## config.mk

```make
export PLATFORM = sky130hd
export DESIGN_NAME = fetch_seq_ctrl
export DESIGN_NICKNAME = d
export VERILOG_FILES = /design/src/rtl/fetch_seq_ctrl_pkg.sv /design/src/rtl/fetch_redirect_sel.sv /design/src/rtl/fetch_seq_ctrl.sv
export SDC_FILE = /design/constraint.sdc
export NUM_CORES = 1
export LEC_CHECK = 0
export BUFFER_PORTS_ARGS = -buffer_cell sky130_fd_sc_hd__buf_4
export CORE_ASPECT_RATIO = 1.2
export CORE_UTILIZATION = 50
export CTS_CLUSTER_SIZE = 25
export DETAILED_ROUTE_END_ITERATION = 16
export PLACE_DENSITY = 0.78
export RECOVER_POWER = 50
export SYNTH_ARGS = -nofsm -noshare
export SYNTH_HDL_FRONTEND = slang
export SYNTH_HIERARCHICAL = 1
export SYNTH_SLANG_ARGS = --single-unit
```

## constraint.sdc

```tcl
create_clock -name clock -period 8 [get_ports clock]
set_input_delay 2 -clock clock [delete_from_list [all_inputs] [get_ports clock]]
set_output_delay 2 -clock clock [all_outputs]
set_load 0.01 [all_outputs]
```

## src/rtl/fetch_seq_ctrl_pkg.sv

```systemverilog
// Shared definitions for the fetch sequencer: reset/exception vectors,
// state encoding, debug view and the sequential-PC helper.
package fetch_seq_ctrl_pkg;

    localparam int PCSIZE = 32;

    // Register bits in this block are reset synchronously.
    localparam bit RESETABLE = 1'b1;

    localparam logic [PCSIZE-1:0] RESET_PC_DEF = 32'hBFC00000;
    localparam logic [PCSIZE-1:0] EXC_PC_DEF   = 32'hBFC00380;

    typedef enum logic [1:0] {
        FS_REQ  = 2'd0,
        FS_WAIT = 2'd1,
        FS_HOLD = 2'd2
    } fs_state_e;

    // Debug view of the sequencer's control state.
    typedef struct packed {
        fs_state_e state;
        logic      cancel;
        logic      pend_v;
    } fs_dbg_t;

    // Sequential PC; wraps modulo 2^32.
    function automatic logic [PCSIZE-1:0] pc_next(input logic [PCSIZE-1:0] pc);
        return pc + 32'd4;
    endfunction

endpackage

```

## src/rtl/fetch_redirect_sel.sv

```systemverilog
// Priority mux over the three PC redirect sources:
// exception flush, then eret, then taken branch.
module fetch_redirect_sel
    import fetch_seq_ctrl_pkg::*;
#(
    parameter logic [PCSIZE-1:0] EXC_PC = EXC_PC_DEF
) (
    input  logic              exc_flush,
    input  logic              eret_flush,
    input  logic [PCSIZE-1:0] epc,
    input  logic              br_taken,
    input  logic [PCSIZE-1:0] br_target,
    output logic              redir,
    output logic [PCSIZE-1:0] target
);

    // Any source redirects; the highest-priority source supplies the target.
    always_comb begin
        redir  = exc_flush | eret_flush | br_taken;
        target = br_target;
        if (exc_flush) begin
            target = EXC_PC;
        end else if (eret_flush) begin
            target = epc;
        end
    end

endmodule

```

## src/rtl/fetch_seq_ctrl.sv

```systemverilog
// Fetch-stage sequencer: drives the PC onto the SRAM-like instruction bus
// with at most one request outstanding, applies redirects, and buffers the
// returned instruction until decode takes it.
//
// Handshakes:
//   bus request : inst_req is the valid, inst_addr_ok the ready; the request
//                 transfers in a cycle where both are high. inst_addr may
//                 change while inst_req is high and inst_addr_ok is low.
//   bus response: inst_data_ok is a one-cycle valid with no back-pressure.
//   decode      : fs_valid is the valid, de_allowin the ready; fs_* transfer
//                 in a cycle where both are high.
// A request accepted before a redirect is still outstanding; its data is
// dropped on arrival (cancel) and the redirect target is fetched next.
module fetch_seq_ctrl
    import fetch_seq_ctrl_pkg::*;
#(
    parameter logic [PCSIZE-1:0] RESET_PC = RESET_PC_DEF,
    parameter logic [PCSIZE-1:0] EXC_PC   = EXC_PC_DEF
) (
    input  logic              clock,
    input  logic              reset,
    output logic              inst_req,
    output logic [PCSIZE-1:0] inst_addr,
    input  logic              inst_addr_ok,
    input  logic              inst_data_ok,
    input  logic [31:0]       inst_rdata,
    output logic              fs_valid,
    output logic [PCSIZE-1:0] fs_pc,
    output logic [31:0]       fs_inst,
    input  logic              de_allowin,
    input  logic              br_taken,
    input  logic [PCSIZE-1:0] br_target,
    input  logic              eret_flush,
    input  logic [PCSIZE-1:0] epc,
    input  logic              exc_flush,
    output logic              fetch_busy,
    output fs_dbg_t           dbg
);

    fs_state_e         state;
    logic [PCSIZE-1:0] pc;
    logic              cancel;
    logic              pend_v;
    logic [PCSIZE-1:0] pend_pc;

    logic              redir;
    logic [PCSIZE-1:0] target;

    fetch_redirect_sel #(
        .EXC_PC (EXC_PC)
    ) u_redirect_sel (
        .exc_flush  (exc_flush),
        .eret_flush (eret_flush),
        .epc        (epc),
        .br_taken   (br_taken),
        .br_target  (br_target),
        .redir      (redir),
        .target     (target)
    );

    // Request is presented only in REQ and never while reset is held.
    assign inst_req   = (state == FS_REQ) && !reset;
    assign inst_addr  = pc;
    assign fetch_busy = ~fs_valid;

    assign dbg = '{state: state, cancel: cancel, pend_v: pend_v};

    // Fetch sequencer: request, wait for data (or discard it), hold for decode.
    always_ff @(posedge clock) begin
        if (reset) begin
            state    <= FS_REQ;
            pc       <= RESET_PC;
            cancel   <= 1'b0;
            pend_v   <= 1'b0;
            pend_pc  <= RESET_PC;
            fs_valid <= 1'b0;
            fs_pc    <= '0;
            fs_inst  <= '0;
        end else begin
            case (state)
                FS_REQ: begin
                    if (inst_addr_ok) begin
                        // Request to pc is on the bus; a same-cycle redirect
                        // can only be honoured after its data returns.
                        state <= FS_WAIT;
                        if (redir) begin
                            cancel  <= 1'b1;
                            pend_v  <= 1'b1;
                            pend_pc <= target;
                        end
                    end else if (redir) begin
                        // Not yet accepted, so the address can simply move.
                        pc <= target;
                    end
                end

                FS_WAIT: begin
                    if (inst_data_ok) begin
                        if (cancel || redir) begin
                            pc     <= redir ? target : pend_pc;
                            cancel <= 1'b0;
                            pend_v <= 1'b0;
                            state  <= FS_REQ;
                        end else begin
                            fs_inst  <= inst_rdata;
                            fs_pc    <= pc;
                            fs_valid <= 1'b1;
                            state    <= FS_HOLD;
                        end
                    end else if (redir) begin
                        // Latest redirect wins over any earlier pending one.
                        cancel  <= 1'b1;
                        pend_v  <= 1'b1;
                        pend_pc <= target;
                    end
                end

                FS_HOLD: begin
                    if (redir) begin
                        fs_valid <= 1'b0;
                        pc       <= target;
                        state    <= FS_REQ;
                    end else if (de_allowin) begin
                        fs_valid <= 1'b0;
                        pc       <= pc_next(pc);
                        state    <= FS_REQ;
                    end
                end

                default: begin
                    state <= FS_REQ;
                end
            endcase
        end
    end

endmodule
```

## Yosys cells after proc, flatten, opt, wreduce, memory -nomap -nowiden

Cells that the tools add are included.

| operators by class | value |
|---|---|
| $add $sub $neg | 1 |
| eq/ne operators | 11 |
| mux-type cells | 33 |
| bitwise gates (word level) | 4 |
| reduce and logical (&&, ||, !) cells | 13 |

Operators by type and width:

| cell | count |
|---|---|
| $mux 32 | 11 |
| $pmux 32 s3 | 1 |
| $pmux 32 s2 | 1 |
| $add 32x3->32 const B | 1 |
| $ne 2x2->1 const B | 7 |
| $reduce_and 3->1 | 4 |
| $mux 1 | 11 |
| $mux 2 | 5 |
| $ne 3x3->1 const B | 2 |
| $pmux 1 s2 | 3 |
| $pmux 2 s3 | 1 |
| $reduce_and 6->1 | 1 |
| $reduce_and 4->1 | 1 |
| $reduce_bool 2->1 | 2 |
| $reduce_bool 3->1 | 1 |
| $eq 2x1->1 const B | 1 |
| $eq 2x2->1 const B | 1 |
| $logic_not 2->1 | 1 |
| $not 1->1 | 2 |
| $or 1x1->1 | 2 |
| $logic_and 1x1->1 | 1 |
| $logic_not 1->1 | 1 |
| $logic_or 1x1->1 | 1 |

| storage, ports and cells | value |
|---|---|
| flip-flop bits (word level) | 133 |
| input bits | 104 |
| output and inout port bits | 103 |
| logic and storage cells | 70 |

## Logic depth before layout (Yosys ltp)

| logic depth | value |
|---|---|
| depth in word-level cells | 6 |
| depth in mapped cells | 10 |
| mapped depth without buffers | 7 |

## Cells and area by module

Netlist, hierarchy kept.

Modules (own cells, without submodules):

| module | times used | cells each | area each (um^2) | seq. area each (um^2) |
|---|---|---|---|---|
| fetch_seq_ctrl | 1 | 813 | 6,199.7 | 2,662.6 |
| fetch_redirect_sel | 1 | 73 | 545.5 | 0.0 |

## Worst setup path before layout

OpenSTA, ideal clock, no wires.

| timing | value |
|---|---|
| path type | input to output |
| start point | input reset |
| end point | output inst_req |
| data arrival time | 2.641 ns |
| data required time | 6.000 ns |
| setup slack | 3.359 ns |
| stages on the path | 3 |
| path buffers | 2 |
| path through | clkbuf_1 buf_1 nor2_1 |

| between the ends | value |
|---|---|
| cells in the longest elaborated chain, start to end | 2 |

Ends and longest elaborated chain:

| item | line | RTL |
|---|---|---|
| start, declared | fetch_seq_ctrl.sv:21 | `input logic reset,` |
| $logic_not 1->1 | fetch_seq_ctrl.sv:62 | `assign inst_req = (state == FS_REQ) && !reset;` |
| $logic_and 1x1->1 | fetch_seq_ctrl.sv:62 |  |
| end, declared | fetch_seq_ctrl.sv:22 | `output logic inst_req,` |

Every way passes these cells.

## Worst setup path in the final report

| timing | value |
|---|---|
| start point | input eret_flush |
| end point | register pc[29] (netlist: inst_addr[29]) |

| between the ends | value |
|---|---|
| cells in the longest elaborated chain, start to end | 6 |
| elaborated cells on any way between the ends | 16 |
| classes of those cells | eq/ne (3); mux (9); bitwise (2); reduce/logical (2) |

Ends and longest elaborated chain:

| item | line | RTL |
|---|---|---|
| start, declared | fetch_seq_ctrl.sv:33 | `input logic eret_flush,` |
| $or 1x1->1 (*) (2 in series) | fetch_redirect_sel.sv:19 | `redir = exc_flush \| eret_flush \| br_taken;` |
| via redir | fetch_seq_ctrl.sv:46 | `logic redir;` |
| $mux 32 | fetch_seq_ctrl.sv:91 | `end else if (redir) begin` |
| $mux 32 | fetch_seq_ctrl.sv:99 | `if (cancel \|\| redir) begin` |
| $mux 32 | fetch_seq_ctrl.sv:98 | `if (inst_data_ok) begin` |
| $pmux 32 s3 | fetch_seq_ctrl.sv:80 | `case (state)` |
| end signal, assigned | fetch_seq_ctrl.sv:93 | `pc <= target;` |
| end signal, assigned | fetch_seq_ctrl.sv:100 | `pc <= redir ? target : pend_pc;` |
| end signal, assigned | fetch_seq_ctrl.sv:121 | `pc <= target;` |
| end, declared | fetch_seq_ctrl.sv:41 | `logic [PCSIZE-1:0] pc;` |

The timed path passes the listed nets; every way through them passes the cells marked *. The select of a mux whose other input is x is not followed.
A chain may end at the register's enable or synchronous reset.

==> results.json <==
{
  "p_sw_share_pct": 27.3,
  "tritoncts": "done",
  "io_buffers": 206,
  "postRouteAntennaNets": 0,
  "drive_gt1_share_pct": 14.3,
  "relSlewSlack_pct": -43.8,
  "slowest_delay_ns": 1.51,
  "power.density_mw_per_mm2": 211,
  "dp_cells": 1194,
  "grt_pass1_vias": 6193,
  "maxCapViolCount": 1,
  "drc_errors": 0,
  "peakVddDrop_uv": 141,
  "reg2reg_depth": 6,
  "hpwl_um": 13800,
  "final_area_mm2": 0.00843,
  "routed_via_density": 5.74,
  "routedWlPerCell_um": 16.3,
  "p_leak_nw": 3.12,
  "finalSetupViolations": 0,
  "synth-edff-count": 0,
  "nets": 1154,
  "timing.final.hold_violations": 0,
  "ys_warn_count": 6,
  "clk_path_buf_depth": 2,
  "hold_class": "reg2reg",
  "fin_util_pct": 64.0,
  "overflow": 0,
  "rsz0062_at_grt": "false",
  "finalMaxSlewViolations": 46,
  "cts_num_sinks": 133,
  "final.min_clock_period_ns": 5.76,
  "status": "finished, violations left",
  "yosys_register_bits": 133,
  "finalSetupTns_ns": 0,
  "grt_max_degree": 69,
  "n_antenna_cell": 0,
  "final_common_cell": "nand2_1",
  "stdcell_count": 1226,
  "cts_resized": 0,
  "fmax_ghz": 0.174,
  "ys_seq_area_share_pct": 39.5,
  "combinationalPowerShare_pct": 14.4,
  "first_pass_iters": 5,
  "grt_usage_pct": 27.9,
  "synth_nets": 995,
  "cp-start-kind": "primary input",
  "p_int_mw": 1.29,
  "synthArstFlopShare_pct": 0,
  "fillers": 1289,
  "synth.avg_cell_area_um2": 7.61,
  "finalClockSkew_ns": 0.00693,
  "ys.flop_type": "dfxtp_1",
  "initial_utilization_pct": 51.2,
  "clock_latency_ns": 0.41,
  "finalCritPeriodShare_pct": 72.0,
  "die_w_um": 108,
  "tightest_slew_ns": 2.16,
  "failed_checks": "max-capacitance violations, max-slew violations",
  "wl_um": 20000,
  "dieHeight_um": 129,
  "path_class": "in2reg",
  "coreArea_mm2": 0.0132,
  "crit_slowest_cell": "clkbuf_1",
  "grt_pass1_wl_um": 31200,
  "vias": 7042,
  "p_switching_mw": 0.484,
  "synth_area_mm2": 0.00675,
  "power.share.clock_pct": 43.9,
  "reg2reg_slack_ns": 5.00,
  "area_growth_pct": 25.0,
  "clkTransAtPathRegs_ns": 0.06,
  "post-cts-setup-buffers": 0,
  "dieArea_mm2": 0.0140,
  "antenna_found_initial": 0,
  "dr.first_iter.drc_count": 664,
  "gp_congestion": 0.907,
  "synth.distinct_cells": 69,
  "synthCells": 886,
  "io_pins": 207,
  "cts-buffers-inserted": 17,
  "power_frac_seq_pct": 41.7,
  "min_path_cells": 2,
  "num_rows": 46,
  "layout_common_cells": "nand2_1, dfxtp_1, buf_4",
  "arrival_ns": 6.06,
  "crit_path_max_fanout": 45,
  "place_area_mm2": 0.00823,
  "cts-root-buf": "clkbuf_16",
  "endpoint_kind": "flip-flop",
  "cts_htree_levels": 4,
  "cts_hold_buf": 0,
  "path_cells": "clkbuf_1 -> or3_1 -> nor2_1 -> a221oi_1 -> and2_1 -> buf_4 -> mux2_2 -> a211o_1",
  "cp.required_ns": 8.30
}
-- critical path: cells and delay by family --
family / cells / cell delay [ns]
simple gates: 3 / 1.22
compound gates: 2 / 0.60
mux: 1 / 0.38
buf+inv: 2 / 1.82
-- metrics by stage --
step	setup WS, ns	hold slack [ns]	power [mW]
final	2.24	0.451	1.78
after global routing	1.86	0.467	1.84
after CTS	3.13	0.454	1.80
after detailed placement	3.07	0.447	1.02
after global placement	3.12	0.442	1.02
after floorplan	3.36	0.436	0.906
-- final timing paths --
path,from,endpoint
hold / removal,fs_inst[26]$_SDFFE_PP0P_,fs_inst[26]$_SDFFE_PP0P_
setup / recovery,eret_flush,inst_addr[29]$_SDFFE_PP1P_
hold reg to reg,fs_inst[26]$_SDFFE_PP0P_,fs_inst[26]$_SDFFE_PP0P_
setup reg to reg,state[0]$_SDFFE_PP0P_,pend_pc[17]$_SDFFE_PP0P_
-- power groups by stage --
stage	Sequential, mW	Clock [mW]	Combinational, mW
after floorplan	0.744	0	0.163
after global placement	0.754	0	0.264
after detailed placement	0.753	0	0.267
after CTS	0.739	0.789	0.269
after global routing	0.744	0.815	0.281
final	0.740	0.780	0.257
-- sequential cells by signal, summed over array words and instances (netlist names) --
register	cells
fs_valid	1
state	2
cancel	1
fs_inst	32
fs_pc	32
inst_addr	32
pend_pc	32
pend_v	1
-- per-layer routing --
metal | track usage, % | routed length, um | share of wire (%) | up-vias
met5 | 0 | 0 | 0 | -
met3 | 5.33 | 1670 | 8.3 | 44
met2 | 44.2 | 9270 | 46 | 339
li1 | - | - | - | 3448
met1 | 37.3 | 8610 | 43 | 3211
met4 | 11.2 | 439 | 2.2 | 0
-- synth_stat cells (2+ instances only) --
cell | count | area (um^2)
nand2_1 | 221 | 830
dfxtp_1 | 133 | 2660
a21oi_1 | 104 | 521
nor2_1 | 59 | 221
clkbuf_1 | 56 | 210
o21ai_0 | 27 | 135
nand3_1 | 25 | 125
mux2i_1 | 23 | 230
a211o_1 | 14 | 123
a221oi_1 | 14 | 123
inv_1 | 14 | 52.6
nor3_1 | 12 | 60.1
a22o_1 | 11 | 96.3
a22oi_1 | 10 | 75.1
buf_2 | 10 | 50.1
and2_1 | 9 | 56.3
a31oi_1 | 8 | 50.1
and2b_1 | 8 | 60.1
nor4_1 | 8 | 50.1
nand4_1 | 7 | 43.8
nor2b_1 | 7 | 43.8
o221ai_1 | 7 | 61.3
a211oi_1 | 6 | 45.0
and4_1 | 6 | 52.6
a21o_1 | 5 | 37.5
ha_1 | 5 | 62.6
nand2b_1 | 5 | 31.3
o41ai_1 | 5 | 43.8
a221o_1 | 4 | 40.0
and3_1 | 3 | 18.8
buf_4 | 3 | 22.5
o21a_1 | 3 | 22.5
o31a_1 | 3 | 26.3
or3_1 | 3 | 18.8
or4_1 | 3 | 22.5
xnor2_1 | 3 | 26.3
xor2_1 | 3 | 26.3
buf_12 | 2 | 40.0
mux2_1 | 2 | 22.5
mux2_2 | 2 | 22.5
o211ai_1 | 2 | 15.0
o21ai_1 | 2 | 10.0
o32ai_1 | 2 | 17.5
or2_2 | 2 | 12.5
-- cells by family (layout without fill, tap and decap cells) --
kind of cell / count (synthesis) / in the layout / synth area share, %
multiplexers: 27 / 27 / 4.08
AND/OR/NAND/NOR: 386 / 386 / 25.5
adder cells (fa/ha/maj): 5 / 5 / 0.927
AO/OA/AOI/OAI: 241 / 241 / 23.4
XOR/XNOR: 6 / 6 / 0.779
flip-flops: 133 / 133 / 39.5
buffers and inverters: 88 / 260 / 5.84
-- final cells by class --
class,count,area [um^2],share of cell area [%]
flip-flops and latches,133,2660,31.6
well taps,168,210,2.49
clock buffers,19,433,5.14
repair buffers,213,1210,14.4
clock inverters,13,158,1.87
multi-input cells,665,3700,43.9
inverters,15,56.3,0.668
Note: power is estimated with default switching activity, not from simulation.
